--- src/rtl/adder_arbiter.sv ---
// adder_arbiter: round-robin arbiter that lets N_REQ requesters share one
// registered adder. One transaction is in flight at a time: the winner's
// operands are latched, the adder latency is waited out, and the sum is held
// for the consumer until it is taken.
module adder_arbiter #(
    parameter int N_REQ   = 4,
    parameter int WIDTH   = 8,
    parameter int ADD_LAT = 1
) (
    input  logic                       clk,
    input  logic                       reset,
    input  logic [N_REQ-1:0]           req_valid,
    input  logic [N_REQ*WIDTH-1:0]     req_a,
    input  logic [N_REQ*WIDTH-1:0]     req_b,
    output logic [N_REQ-1:0]           req_ready,
    output logic [WIDTH-1:0]           add_a,
    output logic [WIDTH-1:0]           add_b,
    input  logic [WIDTH:0]             add_c,
    output logic                       rsp_valid,
    output logic [$clog2(N_REQ)-1:0]   rsp_id,
    output logic [WIDTH:0]             rsp_sum,
    input  logic                       rsp_ready,
    output logic                       busy
);

    localparam int ID_W  = $clog2(N_REQ);
    localparam int IDX_W = ID_W + 1;
    localparam int CNT_W = 3;
    localparam logic [CNT_W-1:0] CNT_LOAD = CNT_W'(ADD_LAT);
    localparam logic [ID_W-1:0]  LAST_ID  = ID_W'(N_REQ - 1);

    typedef enum logic [1:0] {
        ST_IDLE = 2'd0,
        ST_WAIT = 2'd1,
        ST_RESP = 2'd2
    } state_t;

    state_t             state_r;
    state_t             state_next_s;
    logic [ID_W-1:0]    ptr_r;
    logic [CNT_W-1:0]   cnt_r;
    logic               found_s;
    logic [ID_W-1:0]    gidx_s;
    logic [N_REQ-1:0]   grant_s;
    logic [WIDTH-1:0]   sel_a_s;
    logic [WIDTH-1:0]   sel_b_s;
    logic               accept_s;

    // Round-robin search: first valid requester at or above ptr, wrapping.
    always_comb begin
        logic [IDX_W-1:0] cand_v;
        found_s = 1'b0;
        gidx_s  = '0;
        cand_v  = '0;
        for (int k = 0; k < N_REQ; k++) begin
            cand_v = {1'b0, ptr_r} + IDX_W'(k);
            if (cand_v >= IDX_W'(N_REQ)) begin
                cand_v = cand_v - IDX_W'(N_REQ);
            end else begin
                cand_v = cand_v;
            end
            if (!found_s && req_valid[cand_v[ID_W-1:0]]) begin
                found_s = 1'b1;
                gidx_s  = cand_v[ID_W-1:0];
            end else begin
                found_s = found_s;
            end
        end
    end

    // One-hot grant and winner operand mux; grants only exist in IDLE.
    always_comb begin
        grant_s = '0;
        sel_a_s = '0;
        sel_b_s = '0;
        for (int i = 0; i < N_REQ; i++) begin
            grant_s[i] = (state_r == ST_IDLE) && found_s && (gidx_s == ID_W'(i));
            sel_a_s = sel_a_s | (req_a[i*WIDTH +: WIDTH] & {WIDTH{grant_s[i]}});
            sel_b_s = sel_b_s | (req_b[i*WIDTH +: WIDTH] & {WIDTH{grant_s[i]}});
        end
    end

    assign req_ready = grant_s;
    assign accept_s  = |grant_s;

    // State register.
    always_ff @(posedge clk or negedge reset) begin
        if (!reset) begin
            state_r <= ST_IDLE;
        end else begin
            state_r <= state_next_s;
        end
    end

    // Next-state logic: WAIT ends when the latency counter has run out.
    always_comb begin
        state_next_s = state_r;
        case (state_r)
            ST_IDLE: begin
                if (accept_s) state_next_s = ST_WAIT;
                else          state_next_s = ST_IDLE;
            end
            ST_WAIT: begin
                if (cnt_r == '0) state_next_s = ST_RESP;
                else             state_next_s = ST_WAIT;
            end
            ST_RESP: begin
                if (rsp_ready) state_next_s = ST_IDLE;
                else           state_next_s = ST_WAIT == state_r ? ST_WAIT : ST_RESP;
            end
            default: state_next_s = ST_IDLE;
        endcase
    end

    // Datapath: operand/id latch on accept, latency count, result capture.
    always_ff @(posedge clk or negedge reset) begin
        if (!reset) begin
            ptr_r     <= '0;
            cnt_r     <= '0;
            add_a     <= '0;
            add_b     <= '0;
            rsp_valid <= 1'b0;
            rsp_id    <= '0;
            rsp_sum   <= '0;
            busy      <= 1'b0;
        end else begin
            busy <= (state_next_s != ST_IDLE);
            case (state_r)
                ST_IDLE: begin
                    if (accept_s) begin
                        add_a  <= sel_a_s;
                        add_b  <= sel_b_s;
                        rsp_id <= gidx_s;
                        cnt_r  <= CNT_LOAD;
                        ptr_r  <= (gidx_s == LAST_ID) ? '0 : gidx_s + 1'b1;
                    end
                end
                ST_WAIT: begin
                    if (cnt_r == '0) begin
                        rsp_sum   <= add_c;
                        rsp_valid <= 1'b1;
                    end else begin
                        cnt_r <= cnt_r - 1'b1;
                    end
                end
                ST_RESP: begin
                    if (rsp_ready) rsp_valid <= 1'b0;
                end
                default: begin
                    rsp_valid <= 1'b0;
                end
            endcase
        end
    end

endmodule

--- config.mk ---
export PLATFORM = sky130hd
export DESIGN_NAME = adder_arbiter
export DESIGN_NICKNAME = d
export VERILOG_FILES = /design/src/rtl/adder_arbiter.sv
export SDC_FILE = /design/constraint.sdc
export NUM_CORES = 1
export LEC_CHECK = 0
export ABC_AREA = 1
export ABC_CLOCK_PERIOD_IN_PS = 2500
export BUFFER_PORTS_ARGS = -buffer_cell sky130_fd_sc_hd__buf_4
export CAP_MARGIN = 20
export CORE_UTILIZATION = 42
export CTS_CLUSTER_DIAMETER = 120
export DETAILED_ROUTE_END_ITERATION = 8
export GPL_ROUTABILITY_DRIVEN = 0
export HOLD_SLACK_MARGIN = 0.06
export PLACE_DENSITY = 0.81
export SKIP_LAST_GASP = 1
export SYNTH_ARGS = -nofsm -noshare
export SYNTH_HDL_FRONTEND = slang
export SYNTH_SLANG_ARGS = --single-unit
--- constraint.sdc ---
create_clock -name clk -period 2.5 [get_ports clk]
set_input_delay 0.25 -clock clk [delete_from_list [all_inputs] [get_ports clk]]
set_output_delay 0.25 -clock clk [all_outputs]
set_load 0.05 [all_outputs]
==> flow_summary.yaml <==
global_routing:
  grt_overflow: 0
  grt_pass1_wl_um: 11590
  grt_max_degree: 37
  grt_pass1_vias: 2522
  antenna_found_initial: 0
  track_usage: 0.2539
clock_tree:
  clkTransAtPathRegs_ns: 0.08
  clock_path_buffers: 2
  cts_tree: "built"
  cts.htree.levels: 2
  numCtsBuffers: 5
  clk_latency_ns: 0.30
  root_buffer: "clkbuf_8"
  cts_sinks: 36
timing:
  period_share: 1.056
  holdWs_ns: 0.1832
  relSlewSlack: 0.6802
  fmax_mhz: 378.9
  period_needed_ns: 2.639
  slew_viol_final: 0
  rsz0062_at_grt: "yes"
  layout_setup_ws_ns: -0.1393
  tightest_slew_ns: 0.4797
  setup_violations: 14
  skew_ns: 0.007572
  final-hold-violation-count: 0
drt:
  vias: 2644
  drt-total-wl_um: 7619
  wl_met1_um: 2892
  drt-vias-per-instance: 5.094
  drt_iter0_drc: 148
  routedWlPerCell_um: 14.68
  first_pass_iters: 5
  met3_length_um: 514
  antenna_left: 0
  drcViolationCount: 0
  top_layer_used: "met4"
  wl_met2_um: 3893
finish:
  diodes: 0
  final_common_cell: "buf_4"
  area_growth_syn_to_layout_pct: 61.09
  final_cell_mix: "buf_4 (133), nor2_1 (69), inv_1 (64), dfrtp_1 (35), nand2_1 (27)"
  layout-drive-gt1-share: 0.4499
  fin_area_um2: 3709
  layout.nets: 534
yosys:
  ys_ff_latch: 36
  synth_area_per_cell_um2: 7.475
  synth_area_um2: 2302
  synthesis.instances: 308
  synth_seq_area_share: 0.3913
  synthesis.nets: 394
  ys_types: 25
  ys_warn_count: 0
placed_design:
  dpl_cell_area_um2: 3266
  portBuffers: 112
  dp_slack_ns: -0.05967
  post-dp-hpwl_um: 4927
setup_path:
  cp_max_fo: 8
  path_cells: "clkinv_4 -> nand2_1 -> nand2_1 -> nand2_1 -> nand2_2 -> nor2_4 -> nand2_2 -> o211ai_1 -> nand2_2 -> inv_2 -> ha_4 -> inv_2 -> nor2_4 -> buf_8"
  path_class: "flip-flop to output pin"
  required_ns: 2.25
  path_buf_inv: 4
  cp_data_arrival_time_ns: 2.39
  end_kind: "output pin"
  cp_slowest_cell: "dfrtp_2"
  worstSetupStartpointType: "flip-flop"
  cp_top_family: "simple AND/OR/NAND/NOR gates"
  slowest_delay_ns: 0.45
die:
  die_h_um: 76.04
  core_area_um2: 5205
  die_width_um: 76.04
  std_cell_rows: 26
  initial_core_util: 0.4423
  ios: 113
  dieArea_um2: 5781
hold_path:
  hp-class: "input port to flip-flop"
outcome:
  failed_checks: "negative setup slack"
  status: "complete, but fails checks"
run:
  drv_cap: 0
[metrics by stage]
stage / std cells / utilization / TNS (ns)
3_3_place_gp: 491 / 0.6274 / 0
5_1_grt: 519 / 0.7125 / -4.267
2_1_floorplan: 308 / - / 0
6_report: 519 / 0.7125 / -0.8661
4_1_cts: 512 / 0.6880 / -0.1418
3_5_place_dp: 491 / 0.6274 / -0.3353
[synthesized netlist by cell type]
cell type	n	share of area
a21oi_1	1	0.0022
clkbuf_1	6	0.0098
nand4_1	1	0.0027
dfrtp_1	36	0.39
nand2_2	4	0.011
inv_6	1	0.0038
inv_2	1	0.0016
buf_6	3	0.015
nor2_4	1	0.0049
a22o_1	16	0.061
inv_1	71	0.12
nand3_2	2	0.0087
xor2_1	1	0.0038
ha_1	6	0.033
nand3_1	9	0.020
nand2_1	37	0.060
o2111ai_1	16	0.061
buf_2	2	0.0043
o21ai_1	3	0.0065
o21ai_0	4	0.0087
o211ai_1	1	0.0033
nand3b_1	1	0.0033
mux2_2	9	0.044
nor3_1	3	0.0065
nor2_1	73	0.12
[routing by layer]
metal,GRT usage,up-vias
li1,-,1257
met2,0.4527,126
met3,0.06228,32
met5,0,-
met4,0.1154,0
met1,0.2855,1229
[cell type report]
cell class                      count  area (um2)
Fill cell                         409        1496
Multi-Input combinational cell    188        1214
Timing Repair Buffer              144        1129
Sequential cell                    36       902.1
Inverter                           73       282.8
Tap cell                           70       87.58
Clock buffer                        7       86.33
Clock inverter                      1       7.507
[registers in the layout, indices dropped and copies added (netlist names)]
| name | cells |
|---|---|
| ptr_r | 2 |
| add_a | 8 |
| rsp_id | 2 |
| rsp_valid | 1 |
| state_r | 2 |
| busy | 1 |
| add_b | 8 |
| rsp_sum | 9 |
| cnt_r | 3 |
[final timing paths]
path                                        startpoint                     end  slack (ns)  cells past startpoint
worst max-delay path              ptr_r[0]$_DFFE_PN0P_            req_ready[3]       -0.14                     14
worst min-delay path                          add_c[8]  rsp_sum[8]$_DFFE_PN0P_        0.18                      2
worst max register to register    ptr_r[0]$_DFFE_PN0P_    add_a[1]$_DFFE_PN0P_       -0.10                     17
worst min register to register  rsp_sum[4]$_DFFE_PN0P_  rsp_sum[4]$_DFFE_PN0P_        0.51                      1
max in group asynchronous                        reset    ptr_r[0]$_DFFE_PN0P_        1.68                      2
min in group asynchronous                        reset    add_b[0]$_DFFE_PN0P_        0.44                      2
[kinds of logic after synthesis]
logic type	share of synthesized area
buffers and inverters	0.1500
AND/OR/NAND/NOR	0.2359
multiplexers	0.04402
flip-flops	0.3913
AO/OA/AOI/OAI	0.1424
adder cells (fa/ha/maj)	0.03261
XOR/XNOR	0.003805
[timing repair]
action / in CTS / in global routing
hold endpoints to repair: 36 / 0
hold buffers: 1 / 0
pin swaps: 7 / 13
endpoints found under the setup margin: 18 / 22
gates resized for setup: 32 / 23
setup buffers: 13 / 7
Power is not shown: default switching activity piles up to over one toggle a cycle in this logic, so the estimate is an artifact.
